<file path="config.mk">
export PLATFORM = sky130hd
export DESIGN_NAME = parity_lane_monitor
export DESIGN_NICKNAME = d
export VERILOG_FILES = /design/src/rtl/parity_lane_pkg.sv /design/src/rtl/parity_lane_popcnt.sv /design/src/rtl/parity_lane_monitor.sv
export SDC_FILE = /design/constraint.sdc
export NUM_CORES = 1
export LEC_CHECK = 0
export BUFFER_PORTS_ARGS = -buffer_cell sky130_fd_sc_hd__buf_2
export CAP_MARGIN = 20
export CORE_MARGIN = 10
export CORE_UTILIZATION = 35
export CTS_BUF_LIST = sky130_fd_sc_hd__clkbuf_16
export CTS_CLUSTER_DIAMETER = 100
export DETAILED_ROUTE_END_ITERATION = 7
export PLACE_DENSITY = 0.58
export SYNTH_ARGS = -nofsm -noshare
export SYNTH_HDL_FRONTEND = slang
export SYNTH_HIERARCHICAL = 1
export SYNTH_SLANG_ARGS = --single-unit
</file>
<file path="constraint.sdc">
create_clock -name clk -period 2.4 [get_ports clk]
set_input_delay 0.12 -clock clk [delete_from_list [all_inputs] [get_ports clk]]
set_output_delay 0.12 -clock clk [all_outputs]
set_load 0.01 [all_outputs]
</file>
<file path="src/rtl/parity_lane_pkg.sv">
// Shared types and arithmetic helpers for the parity lane monitor.
package parity_lane_pkg;

    localparam int DEF_NLANES = 8;
    localparam int DEF_CW     = 8;

    typedef enum logic [1:0] {
        IDLE = 2'd0,
        ACC  = 2'd1,
        RPT  = 2'd2
    } state_t;

    // Callers zero-extend their vector; lanes beyond 64 are not supported.
    function automatic int unsigned popcount(input logic [63:0] v);
        int unsigned n;
        n = 0;
        for (int i = 0; i < 64; i++) begin
            n += 32'(v[i]);
        end
        return n;
    endfunction

    function automatic int unsigned sat_add(input int unsigned a, input int unsigned b,
                                            input int unsigned cw);
        longint unsigned sum;
        longint unsigned max_val;
        sum     = 64'(a) + 64'(b);
        max_val = (64'd1 << cw) - 64'd1;
        return (sum > max_val) ? 32'(max_val) : 32'(sum);
    endfunction

endpackage

</file>
<file path="src/rtl/parity_lane_popcnt.sv">
// Combinational popcount of an NLANES-bit vector, clamped to a CW-bit result.
module parity_lane_popcnt
    import parity_lane_pkg::*;
#(
    parameter int NLANES = DEF_NLANES,
    parameter int CW     = DEF_CW
) (
    input  logic [NLANES-1:0] vec_i,
    output logic [CW-1:0]     cnt_o
);

    always_comb begin
        cnt_o = CW'(sat_add(popcount(64'(vec_i)), 32'd0, CW));
    end

endmodule

</file>
<file path="src/rtl/parity_lane_monitor.sv">
// Frame-based checker of the lane parity vector against expected parity.
// Optional PARITY_LANE_MON_CNT_EN adds per-lane lifetime mismatch counters (rd_lane/rd_cnt).
module parity_lane_monitor
    import parity_lane_pkg::*;
#(
    parameter  int NLANES    = DEF_NLANES,
    parameter  int FRAME_LEN = 4,
    parameter  int CW        = DEF_CW,
    localparam int FW        = (FRAME_LEN > 1) ? $clog2(FRAME_LEN) : 1,
    localparam int LW        = (NLANES > 1) ? $clog2(NLANES) : 1
) (
    input  logic              clk,
    input  logic              rst,
    input  logic              in_valid,
    output logic              in_ready,
    input  logic [NLANES-1:0] in_bits,
    input  logic [NLANES-1:0] in_exp,
    output logic              rpt_valid,
    input  logic              rpt_ready,
    output logic [NLANES-1:0] rpt_mask,
    output logic [CW-1:0]     rpt_errs,
    output logic [FW-1:0]     rpt_first,
`ifdef PARITY_LANE_MON_CNT_EN
    input  logic [LW-1:0]     rd_lane,
    output logic [CW-1:0]     rd_cnt,
`endif
    output logic              busy
);

    state_t            state_q;
    logic [FW-1:0]     idx_q;
    logic [NLANES-1:0] mask_q;
    logic [CW-1:0]     errs_q;
    logic [FW-1:0]     first_q;
    logic              seen_q;
    logic              in_ready_q;
    logic              busy_q;
    logic              rpt_valid_q;
    logic [NLANES-1:0] rpt_mask_q;
    logic [CW-1:0]     rpt_errs_q;
    logic [FW-1:0]     rpt_first_q;

    logic [NLANES-1:0] diff;
    logic [CW-1:0]     beat_errs;
    logic              accept;
    logic              last_beat;
    logic [NLANES-1:0] mask_d;
    logic [CW-1:0]     errs_d;
    logic [FW-1:0]     first_d;
    logic              seen_d;

    parity_lane_popcnt #(
        .NLANES (NLANES),
        .CW     (CW)
    ) u_popcnt (
        .vec_i (diff),
        .cnt_o (beat_errs)
    );

    always_comb begin
        diff      = in_bits ^ in_exp;
        accept    = in_valid & in_ready_q;
        last_beat = (idx_q == FW'(FRAME_LEN - 1));
        mask_d    = mask_q | diff;
        errs_d    = CW'(sat_add(32'(errs_q), 32'(beat_errs), CW));
        first_d   = ((|diff) && !seen_q) ? idx_q : first_q;
        seen_d    = seen_q | (|diff);
    end

    // Accumulators clear as the report is captured, so the frame after starts clean.
    always_ff @(posedge clk or posedge rst) begin
        if (rst) begin
            state_q     <= IDLE;
            idx_q       <= '0;
            mask_q      <= '0;
            errs_q      <= '0;
            first_q     <= '0;
            seen_q      <= 1'b0;
            in_ready_q  <= 1'b1;
            busy_q      <= 1'b0;
            rpt_valid_q <= 1'b0;
            rpt_mask_q  <= '0;
            rpt_errs_q  <= '0;
            rpt_first_q <= '0;
        end else begin
            case (state_q)
                IDLE, ACC: begin
                    if (accept) begin
                        busy_q <= 1'b1;
                        if (last_beat) begin
                            rpt_mask_q  <= mask_d;
                            rpt_errs_q  <= errs_d;
                            rpt_first_q <= first_d;
                            rpt_valid_q <= 1'b1;
                            in_ready_q  <= 1'b0;
                            state_q     <= RPT;
                            idx_q       <= '0;
                            mask_q      <= '0;
                            errs_q      <= '0;
                            first_q     <= '0;
                            seen_q      <= 1'b0;
                        end else begin
                            mask_q  <= mask_d;
                            errs_q  <= errs_d;
                            first_q <= first_d;
                            seen_q  <= seen_d;
                            idx_q   <= idx_q + 1'b1;
                            state_q <= ACC;
                        end
                    end
                end
                RPT: begin
                    if (rpt_valid_q && rpt_ready) begin
                        rpt_valid_q <= 1'b0;
                        rpt_mask_q  <= '0;
                        rpt_errs_q  <= '0;
                        rpt_first_q <= '0;
                        in_ready_q  <= 1'b1;
                        busy_q      <= 1'b0;
                        state_q     <= IDLE;
                    end
                end
                default: begin
                    state_q    <= IDLE;
                    in_ready_q <= 1'b1;
                    busy_q     <= 1'b0;
                end
            endcase
        end
    end

    assign in_ready  = in_ready_q;
    assign busy      = busy_q;
    assign rpt_valid = rpt_valid_q;
    assign rpt_mask  = rpt_mask_q;
    assign rpt_errs  = rpt_errs_q;
    assign rpt_first = rpt_first_q;

`ifdef PARITY_LANE_MON_CNT_EN
    logic [NLANES*CW-1:0] cnt_flat;
    logic [CW-1:0]        rd_cnt_q;

    for (genvar gi = 0; gi < NLANES; gi++) begin : g_cnt
        logic [CW-1:0] cnt_q;
        always_ff @(posedge clk or posedge rst) begin
            if (rst) begin
                cnt_q <= '0;
            end else if (accept && diff[gi] && (cnt_q != '1)) begin
                cnt_q <= cnt_q + 1'b1;
            end
        end
        assign cnt_flat[gi*CW +: CW] = cnt_q;
    end

    always_ff @(posedge clk or posedge rst) begin
        if (rst) begin
            rd_cnt_q <= '0;
        end else begin
            rd_cnt_q <= cnt_flat[32'(rd_lane)*CW +: CW];
        end
    end

    assign rd_cnt = rd_cnt_q;
`endif

endmodule

</file>
==> impl_metrics.toml <==
[sta]
setup_viol_count_final = 16
timing_max_transition_violations_final = 0
max_clock_freq_mhz = 262.4
tightest_slew_ns = 0.7533
hold_viol = 0
layout_worst_path_cycle_share_pct = 158.8
finalHoldWorstSlack_ns = 0.06111
max_slew_margin_pct = 49.66
timing.clock.skew_ns = 0.008290
layout_setup_ws_ns = -1.410
period_needed_ns = 3.810
rsz0062_at_grt = "true"

[worst_setup_path]
setup.worst_path.class = "input port to register"
endpoint_kind = "register"
arrival_ns = 3.96
timing.reg2reg.setup_slack_ns = 0.33
startpoint_of_the_worst_setup_timing_path = "in_exp[0]"
timing.critical_path.from_type = "input port"
critical_path_required_ns = 2.54
rr_startpoint = "errs_q[0]$_DFFE_PP0P_"
worstRegToRegCells = 8
rr_endpoint = "rpt_errs[0]$_DFFE_PP0P_"
critPathMaxFanout = 6

[clock_network]
htree_levels = 2
max-clock-path-buffers = 2
cts_inserted_buffers = 5
cts.sinks = 44
clk_pin_slew_worst_paths_ns = 0.06
clock_tree.root_cell = "sky130_fd_sc_hd__clkbuf_16"
cts_tree = "yes"
clk_latency_ns = 0.29

[final_layout]
synthToLayoutAreaGrowth_pct = 31.16
fillers = 662
multi_input_area_sq_um = 1383
layout.nets = 352
layout-drive-gt1-share_pct = 31.96
layout.area.seq_sq_um = 1102
post-route-cell-area_sq_um = 3166
antennaDiodeCount = 0
final-instance-count-excl-fill = 396
layout.core_utilization_pct = 46.85

[hold_path]
hold_class = "input port to register"
min_to = "state_q[0]$_DFFE_PP0P_"
worstHoldStart = "in_valid"
hold_path_depth = 2

[synth]
synth_enable_flop_cells = 0
synth.area.top_cells = "sky130_fd_sc_hd__dfrtp_1, sky130_fd_sc_hd__ha_1, sky130_fd_sc_hd__a21oi_1, sky130_fd_sc_hd__nor2_1, sky130_fd_sc_hd__o21ai_0"
postSynthCellCount = 258
mappedNetlistArea_sq_um = 2414
synth.lib_cells_used.distinct = 40
synth.most_common_cell = "sky130_fd_sc_hd__dfrtp_1"
synth_area_leader_cell = "sky130_fd_sc_hd__dfrtp_1"
synth-async-reset-ratio_pct = 100.0
synthesis_stage_register_bit_count = 44
average_instance_area_after_synthesis_sq_um = 9.355
yosysTopAreaCellShare_pct = 44.58
netlist_top_cells_count = "sky130_fd_sc_hd__dfrtp_1, sky130_fd_sc_hd__nor2_1, sky130_fd_sc_hd__a21oi_1, sky130_fd_sc_hd__nand2_1, sky130_fd_sc_hd__o21ai_0"
ys.flop_type = "sky130_fd_sc_hd__dfrtp_1"
seq_area_frac_synth_pct = 45.67
yosysWarningCount = 6

[grt]
grt_start_max_net_pins = 45
grt_util_all_layers_pct = 11.81
grt_remaining_overflow = 0
grt_pass1_wl_microns = 10050
number_of_global_route_vias_before_repair = 2111
grt_antenna_before_repair = 0

[drt]
antenna_violating_nets_post_route = 0
initial_drc_count = 31
drt_drc_violations_left = 0
met1_length_microns = 2849
dr_total_vias = 1949
drtPass1Iterations = 4
routed-wl-met3_microns = 309
detailroute.wirelength.met2_microns = 2707
drt-vias-per-instance = 4.922
detail_route.wirelength_microns = 5892
top_layer = "met4"
detail_route.wl_per_cell_microns = 14.88

[placement]
io_buffer_count = 40
hpwl_microns = 4179
finalWeightedCongestion = 0.7723
placed_cell_area_sq_um = 2840
place.detailed.instances = 382

[pwr]
power.leakage_uw = 0.001604
max-vdd-ir-drop_mv = 0.3328
power-per-cell-area_nw_per_um2 = 678.3

[status]
failed_checks = "negative setup slack"
status = "finished, violations left"

[floorplan]
fp.dieW_microns = 103.0
core_sq_um = 6756
rows = 30
die_h_microns = 103.0
initial_utilization_pct = 35.72
ios = 41
die-area_sq_um = 10620

[job]
maxCapViolCount = 0
-- cell usage in the layout (no fill, tap or decap), types with 3 or more instances in the layout --
master / synthesis / final
sky130_fd_sc_hd__a21oi_1: 27 / 25
sky130_fd_sc_hd__buf_2: 3 / 38
sky130_fd_sc_hd__buf_4: 4 / 18
sky130_fd_sc_hd__clkbuf_16: 0 / 5
sky130_fd_sc_hd__clkinv_1: 0 / 3
sky130_fd_sc_hd__conb_1: 1 / 4
sky130_fd_sc_hd__dfrtp_1: 43 / 43
sky130_fd_sc_hd__fa_1: 5 / 3
sky130_fd_sc_hd__ha_1: 12 / 9
sky130_fd_sc_hd__inv_1: 15 / 12
sky130_fd_sc_hd__nand2_1: 24 / 24
sky130_fd_sc_hd__nand3_1: 9 / 9
sky130_fd_sc_hd__nor2_1: 30 / 24
sky130_fd_sc_hd__nor2_2: 0 / 3
sky130_fd_sc_hd__nor2_4: 0 / 3
sky130_fd_sc_hd__nor2b_1: 3 / 3
sky130_fd_sc_hd__nor3_1: 10 / 8
sky130_fd_sc_hd__o21ai_0: 21 / 10
sky130_fd_sc_hd__o21ai_1: 0 / 7
sky130_fd_sc_hd__o21ai_2: 0 / 4
sky130_fd_sc_hd__xor2_1: 9 / 6
-- sequential cells by signal (all words and copies together) (netlist names) --
register,count
in_ready,1
seen_q,1
busy,1
rpt_errs,8
state_q,2
first_q,2
rpt_valid,1
errs_q,8
idx_q,2
rpt_first,2
rpt_mask,8
mask_q,8
-- logic make-up (layout without fill, tap and decap cells) --
family	after synthesis	in the layout	share of synthesized area, %
and+or+nand+nor	89	89	17.11
AOI/OAI and AO/OA	65	65	15.97
DFF	44	44	45.67
buffers and inverters	27	82	4.976
adders and majority gates	17	17	10.37
xor gates and xnor gates	11	11	3.992
muxes	4	4	1.763
other	1	4	0.1554
-- routing by layer --
layer	up-vias	global-route usage, %
met2	41	19.31
met3	3	3.418
met5	-	0
met1	914	15.33
met4	0	1.925
li1	991	-
-- where the power goes --
| part | leakage, uW | total (uW) | internal, uW | switching [uW] |
|---|---|---|---|---|
| clock | 0.0000789 | 765 | 484 | 281 |
| combinational | 0.000924 | 641 | 298 | 343 |
| sequential | 0.000601 | 742 | 742 | 0 |
| total | 0.00160 | 2150 | 1520 | 624 |
-- repair_timing --
item	4_1_cts	5_1_grt
hold buffers	1	0
resized for setup	18	13
setup endpoints to repair	16	16
endpoints found under the hold margin	43	0
pin swaps	8	9
buffers inserted	3	2
-- through the flow --
step	power, uW	setup TNS (ns)	setup slack [ns]
floorplan	1087	-21.47	-1.386
global placement	1212	-26.17	-1.721
detailed placement	1218	-27.41	-1.787
CTS	2074	-21.64	-1.397
global route	2254	-23.95	-1.548
finish	2147	-21.61	-1.410
-- layout make-up --
cell class                 instances  share of cell area [%]
inverter                          15                   1.779
clock inverter                     3                   1.186
sequential                        44                   34.82
tap                               80                   3.162
timing repair buffer              59                   11.42
multi-input combinational        190                   43.68
clock buffer                       5                   3.953
-- worst max-delay path by stage --
stage                                          to  slack (ns)  cells past startpoint
final                     rpt_errs[0]$_DFFE_PP0P_       -1.41                     18
after global routing      rpt_errs[0]$_DFFE_PP0P_       -1.55                     18
after CTS                   errs_q[5]$_DFFE_PP0P_       -1.40                     17
after detailed placement    errs_q[6]$_DFFE_PP0P_       -1.79                     17
after global placement      errs_q[6]$_DFFE_PP0P_       -1.72                     17
after floorplan           rpt_errs[5]$_DFFE_PP0P_       -1.39                     16
-- critical path, cell delays in order --
cell	delay, ns
sky130_fd_sc_hd__buf_8	0.10
sky130_fd_sc_hd__xor2_4	0.18
sky130_fd_sc_hd__fa_1	0.53
sky130_fd_sc_hd__inv_1	0.05
sky130_fd_sc_hd__fa_1	0.49
sky130_fd_sc_hd__fa_1	0.42
sky130_fd_sc_hd__inv_1	0.07
sky130_fd_sc_hd__ha_2	0.18
sky130_fd_sc_hd__inv_2	0.04
sky130_fd_sc_hd__fa_2	0.52
sky130_fd_sc_hd__inv_2	0.05
sky130_fd_sc_hd__fa_2	0.34
sky130_fd_sc_hd__a21o_1	0.19
sky130_fd_sc_hd__a21oi_4	0.20
sky130_fd_sc_hd__o31ai_4	0.14
sky130_fd_sc_hd__buf_4	0.18
sky130_fd_sc_hd__nor2_4	0.11
sky130_fd_sc_hd__o21ai_1	0.06
No activity file was read; power rests on OpenSTA's default activity.
